File: src/rtl/simon_sequencer.sv
// simon_sequencer: Simon Says game engine that grows, plays back and checks a colour pattern.
// Ports: clock/reset (async active-low) | start begins or restarts a game |
//        new_num colour appended in ADD | btn_valid/btn_num debounced presses |
//        led_on/led_num playback drive | showing, awaiting_input, round_done,
//        level, game_over, game_won status.
// Optional build macro SIMON_TIMEOUT_EN: WAIT_IN loses after TIMEOUT_CYCLES idle cycles.
module simon_sequencer #(
    parameter int MAX_LEN        = 16,
    parameter int SHOW_CYCLES    = 4,
    parameter int GAP_CYCLES     = 2,
    parameter int TIMEOUT_CYCLES = 64
) (
    input  logic                         clock,
    input  logic                         reset,
    input  logic                         start,
    input  logic [1:0]                   new_num,
    input  logic                         btn_valid,
    input  logic [1:0]                   btn_num,
    output logic                         led_on,
    output logic [1:0]                   led_num,
    output logic                         showing,
    output logic                         awaiting_input,
    output logic                         round_done,
    output logic [$clog2(MAX_LEN+1)-1:0] level,
    output logic                         game_over,
    output logic                         game_won
);
    localparam int LW   = $clog2(MAX_LEN + 1);
    localparam int IW   = $clog2(MAX_LEN);
    localparam int PMAX = SHOW_CYCLES > GAP_CYCLES ? SHOW_CYCLES : GAP_CYCLES;
    localparam int CW   = $clog2(PMAX + 1);

    if (MAX_LEN < 2 || SHOW_CYCLES < 1 || GAP_CYCLES < 1 || TIMEOUT_CYCLES < 1)
        $error("simon_sequencer: illegal parameter value");

    typedef enum logic [2:0] {IDLE, ADD, SHOW_ON, SHOW_GAP, WAIT_IN, LOSE, WON} state_t;

    state_t        state, state_n;
    logic [1:0]    mem [MAX_LEN];
    logic [IW-1:0] idx, idx_n;
    logic [LW-1:0] level_n;
    logic [CW-1:0] cnt, cnt_n;
    logic          done_n, wr, last;
`ifdef SIMON_TIMEOUT_EN
    localparam int TW = $clog2(TIMEOUT_CYCLES + 1);
    logic [TW-1:0] tcnt, tcnt_n;
`endif

    assign last = LW'(idx) == level - LW'(1);

    always_ff @(posedge clock or negedge reset) begin
        if (!reset) begin
            state      <= IDLE;
            level      <= '0;
            idx        <= '0;
            cnt        <= '0;
            round_done <= 1'b0;
        end else begin
            state      <= state_n;
            level      <= level_n;
            idx        <= idx_n;
            cnt        <= cnt_n;
            round_done <= done_n;
        end
    end

    // Pattern memory is deliberately left out of reset; it is always rewritten before it is read.
    always_ff @(posedge clock) begin
        if (wr) mem[level[IW-1:0]] <= new_num;
    end

`ifdef SIMON_TIMEOUT_EN
    always_ff @(posedge clock or negedge reset) begin
        if (!reset) tcnt <= '0;
        else        tcnt <= tcnt_n;
    end
`endif

    always_comb begin
        state_n = state;
        level_n = level;
        idx_n   = idx;
        cnt_n   = cnt;
        done_n  = 1'b0;
        wr      = 1'b0;
`ifdef SIMON_TIMEOUT_EN
        // Idle counter only runs while waiting with no press, so entry and every press clear it.
        tcnt_n  = (state == WAIT_IN && !btn_valid) ? tcnt + 1'b1 : '0;
`endif
        case (state)
            IDLE, LOSE, WON: begin
                if (start) begin
                    state_n = ADD;
                    level_n = '0;
                end
            end
            ADD: begin
                wr      = 1'b1;
                level_n = level + 1'b1;
                idx_n   = '0;
                cnt_n   = '0;
                state_n = SHOW_ON;
            end
            SHOW_ON: begin
                cnt_n   = cnt == CW'(SHOW_CYCLES - 1) ? '0 : cnt + 1'b1;
                state_n = cnt == CW'(SHOW_CYCLES - 1) ? SHOW_GAP : SHOW_ON;
            end
            SHOW_GAP: begin
                if (cnt == CW'(GAP_CYCLES - 1)) begin
                    cnt_n   = '0;
                    idx_n   = last ? '0 : idx + 1'b1;
                    state_n = last ? WAIT_IN : SHOW_ON;
                end else begin
                    cnt_n = cnt + 1'b1;
                end
            end
            WAIT_IN: begin
                if (btn_valid) begin
                    if (btn_num != mem[idx]) begin
                        state_n = LOSE;
                    end else if (last) begin
                        done_n  = 1'b1;
                        idx_n   = '0;
                        state_n = level == LW'(MAX_LEN) ? WON : ADD;
                    end else begin
                        idx_n = idx + 1'b1;
                    end
                end
`ifdef SIMON_TIMEOUT_EN
                else if (tcnt == TW'(TIMEOUT_CYCLES - 1)) begin
                    state_n = LOSE;
                end
`endif
            end
            default: state_n = IDLE;
        endcase
    end

    assign led_on         = state == SHOW_ON;
    assign led_num        = led_on ? mem[idx] : 2'b0;
    assign showing        = state == SHOW_ON || state == SHOW_GAP;
    assign awaiting_input = state == WAIT_IN;
    assign game_over      = state == LOSE;
    assign game_won       = state == WON;
endmodule

File: config.mk
export PLATFORM = sky130hd
export DESIGN_NAME = simon_sequencer
export DESIGN_NICKNAME = d
export VERILOG_FILES = /design/src/rtl/simon_sequencer.sv
export SDC_FILE = /design/constraint.sdc
export NUM_CORES = 1
export LEC_CHECK = 0
export CORE_UTILIZATION = 62
export DETAILED_ROUTE_END_ITERATION = 16
export PLACE_DENSITY = 0.89
export SYNTH_ARGS = -nofsm -noshare
export SYNTH_HDL_FRONTEND = slang
export SYNTH_SLANG_ARGS = --single-unit
File: constraint.sdc
create_clock -name clock -period 6.2 [get_ports clock]
set_input_delay 1.24 -clock clock [delete_from_list [all_inputs] [get_ports clock]]
set_output_delay 1.24 -clock clock [all_outputs]
set_load 0.1 [all_outputs]
==> summary.md, run 1 <==
| Metric | Value |
|---|---|
| Most frequent cell after synthesis | edfxtp_1 |
| PwrDens | 460 mW/mm^2 |
| # IOs | 21 |
| Slew margin rel. | 30.1% |
| Primary FF master, synth | edfxtp_1 |
| Status | completed |
| Gr busiest metal | met2 |
| FILL cells | 260 |
| Initial antenna violation count | 0 |
| Critical-path cell list | mux4_1 > mux2i_1 > nor2b_1 > a211oi_1 > clkdlybuf4s50_1 |
| Hold WS | 552 ps |
| Startpoint Class | flop |
| Die Height | 67.3 um |
| R2r setup slk | 3350 ps |
| Drt pass-1 iters | 4 |
| CP max-delay cell | clkdlybuf4s50_1 |
| Cells resized by post-CTS repair | 0 |
| Core area | 0.00406 mm^2 |
| Measured slew at the worst slew-check pin | 1040 ps |
| Syn Nets | 246 |
| Post-synthesis async set-or-reset flop share | 33.3% |
| Insertion delay to the later sink of the worst-skew pair | 310 ps |
| GRT Util Overall | 27.3% |
| Initial Util | 65.1% |
| Sum Neg Setup Slack | 0 ps |
| M3 GR Usage | 7.09% |
| Top cells by area, synth | edfxtp_1, dfrtp_1, ha_1, mux4_2, nor2_1 |
| Total Power | 1.37 mW |
| Total CTS buffers | 5 |
| Antenna Nets Post-Route | 0 |
| Global Route met1 Usage | 36.0% |
| Ant. Diodes | 0 |
| Worst path required time | 4960 ps |
| Seq/Total Area, Yosys | 51.5% |
| Vias per cell | 6.28 |
| WP buf/inv | 1 |
| Area growth syn-to-layout | 12.5% |
| CP arrival | 3160 ps |
| Critical path type | flop to output pin |
| Leak Pwr | 1.10 nW |
| Nets | 263 |
| Final min period | 4400 ps |
| Initial DRC count | 133 |
| Hold Buf Count CTS | 0 |
| Crit-path max FO | 14 |
| DP Wirelength | 3650 um |
| Setup crit end kind | output pin |
| Die area | 0.00453 mm^2 |
| H-tree depth | 2 |
| Synth cell count leaders | edfxtp_1, nor2_1, nand2_1 |
| Max Cap Violations | 0 |
| Postcts setup bufs | 0 |
| Max stage delay on crit path | 1180 ps |
| Clock root cell | clkbuf_8 |
| Worst clock skew | 5.62 ps |
| Avg WL per Cell | 17.6 um |
| HP Class | flop to flop |
| Reg clk slew, reported paths | 90 ps |
| Area leader, netlist | edfxtp_1 |
| Worst vdd ir | 0.311 mV |
| Post-Synthesis Cells | 227 |
| DRC Markers | 0 |
| Fmax | 0.228 GHz |
| Global-route wire length before repair | 8540 um |
| Post-synth cell types | 56 |
| Synth Area per Inst | 11.6 um^2 |
| RSZ-0062 raised after global routing | false |
| CTS max path bufs | 2 |
| Tcrit/Tclk final | 70.9% |
| Final setup violation count | 0 |
| Die width | 67.3 um |
| Vias | 1854 |
| Port Buffers | 20 |
| Rows | 23 |
| CTS Sinks | 48 |
| Worst path top cell family by delay | buffers and inverters |
| Met2 GRT Util | 44.3% |
| Largest net degree at the start of global routing | 18 |
| Vias in the first global route | 1739 |
| Remaining Overflow, GRT | 0 |
| Final max-slew violation count | 0 |
| Synthesis Warnings | 0 |
| Global placer's final weighted congestion | 0.856 |
| #FFs+latches synth | 48 |
| Synthesized area | 0.00264 mm^2 |
| Total length of routed wires | 5200 um |
| Share of the synthesized area in the top cell type | 36.4% |
| CTS tree | yes |
| Final Hold Viols | 0 |
| Number of flops mapped to enable cells by yosys | 32 |
| Share of cells above drive strength 1 | 10.2% |
cell type report:
class	instances	area [um^2]	share of cell area (%)
multi-input cells	155	1180	39.7
clock buffers	5	68.8	2.31
clock inverters	3	46.3	1.56
flip-flops and latches	48	1360	45.8
inverters	14	52.6	1.77
well taps	50	62.6	2.10
repair buffers	20	200	6.73
worst reg2reg max path: cells and delay by family, from the launching register on:
kind	cells	cell delay, ps
AO/OA/AOI/OAI	3	830
XOR/XNOR	1	200
flip-flops	1	770
multiplexers	2	850
AND/OR/NAND/NOR	1	110
power by group:
group	switching, mW	internal [mW]	total (mW)
registers	0.0998	0.377	0.477
logic	0.409	0.249	0.658
clock network	0.111	0.121	0.233
through the flow:
| step | instances | cell area [um^2] | worst slack, ps | util [%] |
|---|---|---|---|---|
| final | 295 | 2970 | 1800 | 73.3 |
| after global routing | 295 | 2970 | 1630 | 73.3 |
| after CTS | 295 | 2970 | 1780 | 73.3 |
| after detailed placement | 287 | 2860 | 2130 | 70.4 |
| after global placement | 287 | 2860 | 2200 | 70.4 |
| after floorplan | 227 | 2640 | 1670 | - |
flip-flops by register name, summed over array words and instances (netlist names):
name        count
mem            32
cnt             3
level           5
round_done      1
state           3
idx             4
path summary, 6_finish.rpt:
kind	cells after the start	from	endpoint
max	5	idx[0]$_DFFE_PN0P_	led_num[0]
min	1	level[4]$_DFFE_PN0P_	level[4]$_DFFE_PN0P_
max reg2reg	7	idx[0]$_DFFE_PN0P_	state[1]$_DFFE_PN0P_
min reg2reg	1	level[4]$_DFFE_PN0P_	level[4]$_DFFE_PN0P_
max in group asynchronous	1	reset	idx[0]$_DFFE_PN0P_
min in group asynchronous	1	reset	cnt[1]$_DFFE_PN0P_
logic make-up after synthesis:
kind of cell,synth area share (%)
xor gates and xnor gates,3.31
AOI/OAI and AO/OA,11.0
buffers and inverters,3.79
and+or+nand+nor,15.2
DFF,51.5
adders and majority gates,5.21
muxes,9.99
cell usage in the layout, fill, tap and decap left out, types with 2 or more instances in the layout:
master           count
nor2b_1              5
and2_1               3
nand3_1              6
nand2b_1             7
a211oi_1             2
mux2_1               2
nand2_1             17
clkbuf_8             5
edfxtp_1            32
mux4_2               4
mux4_1               2
xor2_1               6
inv_1               12
and3_1               3
nor2_1              21
nor3_1               7
ha_1                11
a221o_1              2
nor3b_1              2
mux2_2               3
o22a_1               2
o21ai_0              3
nand3b_1             2
clkdlybuf4s50_1     20
nand4_1              3
o221ai_1             2
o21ai_1              8
mux2i_4              2
dfrtp_1             16
mux2i_1              2
a21oi_1              4
xnor2_1              4
layer usage:
| layer | part of all wire (%) | up-vias | routed length (um) |
|---|---|---|---|
| li1 | - | 865 | - |
| met1 | 45 | 919 | 2330 |
| met2 | 49 | 62 | 2550 |
| met3 | 4.4 | 8 | 228 |
| met4 | 1.7 | 0 | 89 |
| met5 | 0 | - | 0 |
No activity file was read; power rests on OpenSTA's default activity.
==> run 2, diff against run 1 <==
CORE_UTILIZATION = 52   (was 62)
PLACE_DENSITY = 0.8   (was 0.89)
clock period = 3.95 ns   (was 6.2 ns; I/O delays follow)
==> run 2 against run 1 <==
Effect of this change:
- flip-flop and latch count stayed put
- largest power group unchanged
- clock power is 34% higher
- design area hardly changed
- utilization is 12 points lower
- clock-buffer cell count stayed put
- die area is 19% higher
- critical endpoint unchanged
==> summary.md, run 2 (synthesis gave the netlist of run 1 again) <==
| Metric | Value |
|---|---|
| Sw Ratio | 47.0% |
| Dpl cells | 305 |
| Final setup violation count | 0 |
| Vias in the first global route | 1619 |
| Crit path depth | 5 |
| Initial Util | 54.9% |
| DRC Markers | 0 |
| Share of cells above drive strength 1 | 13.4% |
| Postcts setup bufs | 0 |
| Initial antenna violation count | 0 |
| PwrDens | 702 mW/mm^2 |
| Worst vdd ir | 0.391 mV |
| Port Buffers | 20 |
| Avg WL per Cell | 16.7 um |
| Total length of routed wires | 5220 um |
| Insertion delay to the later sink of the worst-skew pair | 310 ps |
| Switching power | 0.981 mW |
| Final Instance Count excl. Fillers | 313 |
| WP buf/inv | 1 |
| Global-route wire length before repair | 8390 um |
| Total Power | 2.09 mW |
| Fmax | 0.306 GHz |
| Initial DRC count | 155 |
| Die area | 0.00537 mm^2 |
| Most common library cell in the layout ignoring fill and taps | edfxtp_1 |
| Max Cap Violations | 0 |
| Setup crit end kind | output pin |
| CTS Sinks | 48 |
| Measured slew at the worst slew-check pin | 974 ps |
| FILL cells | 419 |
| Startpoint Class | flop |
| Vias | 1754 |
| Reg2reg start | idx[0]$_DFFE_PN0P_ |
| Hold Buf Count CTS | 0 |
| Final max-slew violation count | 0 |
| Drt pass-1 iters | 4 |
| Worst R2R End | state[1]$_DFFE_PN0P_ |
| Core area | 0.00482 mm^2 |
| Rows | 25 |
| Antenna Nets Post-Route | 0 |
| Worst clock skew | 6.17 ps |
| Core Util, Final | 61.7% |
| Leak Pwr | 1.11 nW |
| Die width | 73.3 um |
| Clock share of power | 15.0% |
| Tcrit/Tclk final | 82.6% |
| CTS max path bufs | 2 |
| Reg clk slew, reported paths | 90 ps |
| Max stage delay on crit path | 780 ps |
| Critical path type | flop to output pin |
| P_int | 1.10 mW |
| HP Start | cnt[1]$_DFFE_PN0P_ |
| Global placer's final weighted congestion | 0.830 |
| Area growth syn-to-layout | 12.4% |
| Ant. Diodes | 0 |
| Nets | 264 |
| Vias per cell | 5.60 |
| HP Class | flop to flop |
| Sum Neg Setup Slack | 0 ps |
| Worst hold stages | 2 |
| Sequential share of power | 35.9% |
| Total CTS buffers | 5 |
| CP arrival | 2470 ps |
| Cells resized by post-CTS repair | 0 |
| H-tree depth | 2 |
| Worst path top cell family by delay | multiplexers |
| R2r worst-path depth | 7 |
| Comb power frac | 49.1% |
| Final min period | 3260 ps |
| Commonest non-fill, non-tap cells in the layout | edfxtp_1, nor2_1, nand2_1 |
| Hold WS | 598 ps |
| Remaining Overflow, GRT | 0 |
| Clock root cell | clkbuf_8 |
| # IOs | 21 |
| RSZ-0062 raised after global routing | false |
| Critical-path cell list | mux4_1 > mux2i_1 > nor2b_1 > a211oi_2 > buf_4 |
| DP Wirelength | 3680 um |
| GRT Util Overall | 21.6% |
| CTS tree | yes |
| Largest net degree at the start of global routing | 18 |
| Status | completed |
| Worst path required time | 3160 ps |
| Number of flip-flops in the largest register | 32 |
| CP max-delay cell | dfrtp_1 |
| Hold Path End | cnt[1]$_DFFE_PN0P_ |
| Die Height | 73.3 um |
| Crit-path max FO | 14 |
| Final Hold Viols | 0 |
| Slew margin rel. | 34.8% |
| R2r setup slk | 1090 ps |
run 2: cell count changes in the layout (fill, tap and decap cells not counted):
| cell | delta |
|---|---|
| a211oi_1 | -1 |
| inv_6 | +1 |
| clkdlybuf4s50_1 | -6 |
| a211oi_2 | +1 |
| buf_4 | +7 |
| bufinv_16 | -1 |
run 2: stage by stage:
step	setup WS (ps)	cell area, um^2
2_1_floorplan	483	2650
3_3_place_gp	1050	2880
3_5_place_dp	1010	2880
4_1_cts	667	2970
5_1_grt	513	2970
6_report	686	2970
run 2: layer usage:
metal  up-vias  routed length [um]  track usage (%)
li1        862                   -                -
met4         0                  57             6.10
met1       842                2390             30.8
met3         6                 229             4.12
met5         -                   0                0
met2        44                2550             33.8
run 2: worst max path at each step:
stage / to / start / slack, ps
after floorplan: idx[2]$_DFFE_PN0P_ / state[1]$_DFFE_PN0P_ / 480
after global placement: led_num[0] / idx[0]$_DFFE_PN0P_ / 1050
after detailed placement: led_num[0] / idx[0]$_DFFE_PN0P_ / 1010
after CTS: led_num[0] / idx[0]$_DFFE_PN0P_ / 670
after global routing: led_num[0] / idx[0]$_DFFE_PN0P_ / 510
final: led_num[0] / idx[0]$_DFFE_PN0P_ / 690
run 2: worst register-to-register path: cells and delay by family (launching register included):
family	cells	cell delay, ps
muxes	2	890
xor gates and xnor gates	1	200
and+or+nand+nor	1	120
AOI/OAI and AO/OA	3	770
DFF	1	780
run 2: power groups by stage:
stage | Combinational [mW] | Sequential, mW | Clock, mW
after detailed placement | 1.02 | 0.759 | 0
after global routing | 1.11 | 0.767 | 0.333
final | 1.03 | 0.749 | 0.313
after floorplan | 0.833 | 0.748 | 0
after global placement | 1.01 | 0.753 | 0
after CTS | 1.03 | 0.749 | 0.317
run 2: layout make-up:
type,instances,area [um^2],area share (%)
sequential,48,1360,45.8
multi-input combinational,155,1190,39.9
timing repair buffer,21,193,6.49
tap,67,83.8,2.82
clock buffer,5,68.8,2.32
inverter,14,52.6,1.77
clock inverter,3,25.0,0.842
==> run 3, diff against run 2 <==
clock period = 3 ns   (was 3.95 ns; I/O delays follow)
==> run 3 against run 2 <==
Effect of this change:
- critical path type unchanged
- worst setup slack worse by 470 ps
- worst hold slack gained 1.2 ps
- sequential share of layout area is 0.53 points lower
- critical path depth rose by 1
- sequential power increased by 27%
- clock-buffer cell count stayed put
- non-clock buffer count rose by 4
- register-to-register slack worse by 700 ps
==> summary.md, run 3 (synthesis gave the netlist of run 1 again) <==
| Metric | Value |
|---|---|
| Ant. Diodes | 0 |
| Setup crit end kind | output pin |
| Area growth syn-to-layout | 13.8% |
| Crit-path max FO | 5 |
| Sequential share of power | 33.6% |
| Pre-CTS setup slack | 386 ps |
| Startpoint Class | flop |
| Worst vdd ir | 0.598 mV |
| Reg clk slew, reported paths | 90 ps |
| Final max-slew violation count | 0 |
| Measured slew at the worst slew-check pin | 741 ps |
| Hold WS | 600 ps |
| Rows | 25 |
| Post-DP Area | 0.00292 mm^2 |
| Worst clock skew | 6.58 ps |
| GRT Util Overall | 21.2% |
| Initial antenna violation count | 0 |
| Initial Util | 54.9% |
| Commonest non-fill, non-tap cells in the layout | edfxtp_1, nor2_1, nand2_1 |
| Final Hold Viols | 0 |
| Die area | 0.00537 mm^2 |
| DP Wirelength | 3740 um |
| Final Instance Count excl. Fillers | 317 |
| Initial DRC count | 162 |
| Vias in the first global route | 1704 |
| DRC Markers | 0 |
| Postcts setup bufs | 0 |
| CP arrival | 2180 ps |
| PwrDens | 940 mW/mm^2 |
| FILL cells | 402 |
| Core area | 0.00482 mm^2 |
| Sum Neg Setup Slack | 0 ps |
| Nets | 268 |
| Tcrit/Tclk final | 92.8% |
| Comb power frac | 52.5% |
| Switching power | 1.29 mW |
| Final min period | 2780 ps |
| Antenna Nets Post-Route | 0 |
| Largest net degree at the start of global routing | 17 |
| Avg WL per Cell | 16.0 um |
| Worst path required time | 2400 ps |
| H-tree depth | 2 |
| Vias | 1810 |
| Share of cells above drive strength 1 | 18.0% |
| Setup ws final | 217 ps |
| Fmax | 0.359 GHz |
| # IOs | 21 |
| Sw Ratio | 45.7% |
| Port Buffers | 20 |
| RSZ-0062 raised after global routing | false |
| Hold Buf Count CTS | 0 |
| Insertion delay to the later sink of the worst-skew pair | 300 ps |
| Clock root cell | clkbuf_8 |
| Max Cap Violations | 0 |
| Final setup violation count | 0 |
| Status | completed |
| Drt pass-1 iters | 4 |
| Core Util, Final | 62.4% |
| Cells resized by post-CTS repair | 0 |
| HP Class | flop to flop |
| R2r setup slk | 390 ps |
| CTS tree | yes |
| Die width | 73.3 um |
| Total Power | 2.83 mW |
| Clock share of power | 13.9% |
| Total length of routed wires | 5070 um |
| Global-route wire length before repair | 8270 um |
| CTS max path bufs | 2 |
| Number of flip-flops in the largest register | 32 |
| Design area | 0.00301 mm^2 |
| Slew margin rel. | 50.4% |
| CTS Sinks | 48 |
| Critical path type | flop to output pin |
| Total CTS buffers | 5 |
| Vias per cell | 5.71 |
| Die Height | 73.3 um |
| Remaining Overflow, GRT | 0 |
| P_int | 1.53 mW |
| Most common library cell in the layout ignoring fill and taps | edfxtp_1 |
| Dpl cells | 309 |
| Global placer's final weighted congestion | 0.810 |
| Leak Pwr | 1.15 nW |
==> run 3: cell types whose count changed in the layout (fill, tap and decap cells not counted) <==
| cell | before | now |
|---|---|---|
| clkinvlp_4 | 1 | 0 |
| nor2b_2 | 0 | 1 |
| dfrtp_2 | 0 | 1 |
| buf_12 | 0 | 2 |
| nor2b_1 | 5 | 4 |
| clkdlybuf4s50_1 | 14 | 7 |
| clkinv_1 | 1 | 2 |
| dfrtp_1 | 16 | 15 |
| buf_4 | 7 | 16 |
==> run 3: area by class of cell <==
class	instances	area (um^2)	share of cell area (%)
well taps	67	83.8	2.79
repair buffers	25	230	7.65
multi-input cells	155	1190	39.5
inverters	14	52.6	1.75
flip-flops and latches	48	1360	45.3
clock inverters	3	21.3	0.707
clock buffers	5	68.8	2.29
==> run 3: worst paths after layout <==
| kind | from | to | cells past startpoint |
|---|---|---|---|
| max | idx[0]$_DFFE_PN0P_ | led_num[0] | 6 |
| min | cnt[1]$_DFFE_PN0P_ | cnt[1]$_DFFE_PN0P_ | 2 |
| max in group asynchronous | reset | level[0]$_DFFE_PN0P_ | 1 |
| min reg2reg | cnt[1]$_DFFE_PN0P_ | cnt[1]$_DFFE_PN0P_ | 2 |
| max reg2reg | idx[0]$_DFFE_PN0P_ | state[1]$_DFFE_PN0P_ | 8 |
| min in group asynchronous | reset | cnt[0]$_DFFE_PN0P_ | 1 |
==> run 3: layer usage <==
metal / routed length [um] / vias up / GRT usage (%) / part of all wire (%)
met5: 0 / - / 0 / 0
met4: 28 / 0 / 5.88 / 0.55
met3: 233 / 2 / 4.25 / 4.6
met2: 2550 / 40 / 34.4 / 50
met1: 2260 / 891 / 29.0 / 45
li1: - / 877 / - / -
==> run 3: worst max-delay path, stage by stage (launching register included) <==
cell	delay, ps
dfrtp_1	450
buf_4	190
mux4_1	560
mux2i_1	220
nor2b_1	190
a211oi_2	80
buf_12	200
==> run 3: power by group through the flow <==
stage | registers (mW) | clock network [mW] | logic [mW]
after floorplan | 0.987 | 0 | 1.10
after CTS | 0.952 | 0.402 | 1.49
final | 0.951 | 0.394 | 1.48
after global routing | 0.972 | 0.425 | 1.59
after global placement | 0.960 | 0 | 1.46
after detailed placement | 0.966 | 0 | 1.49
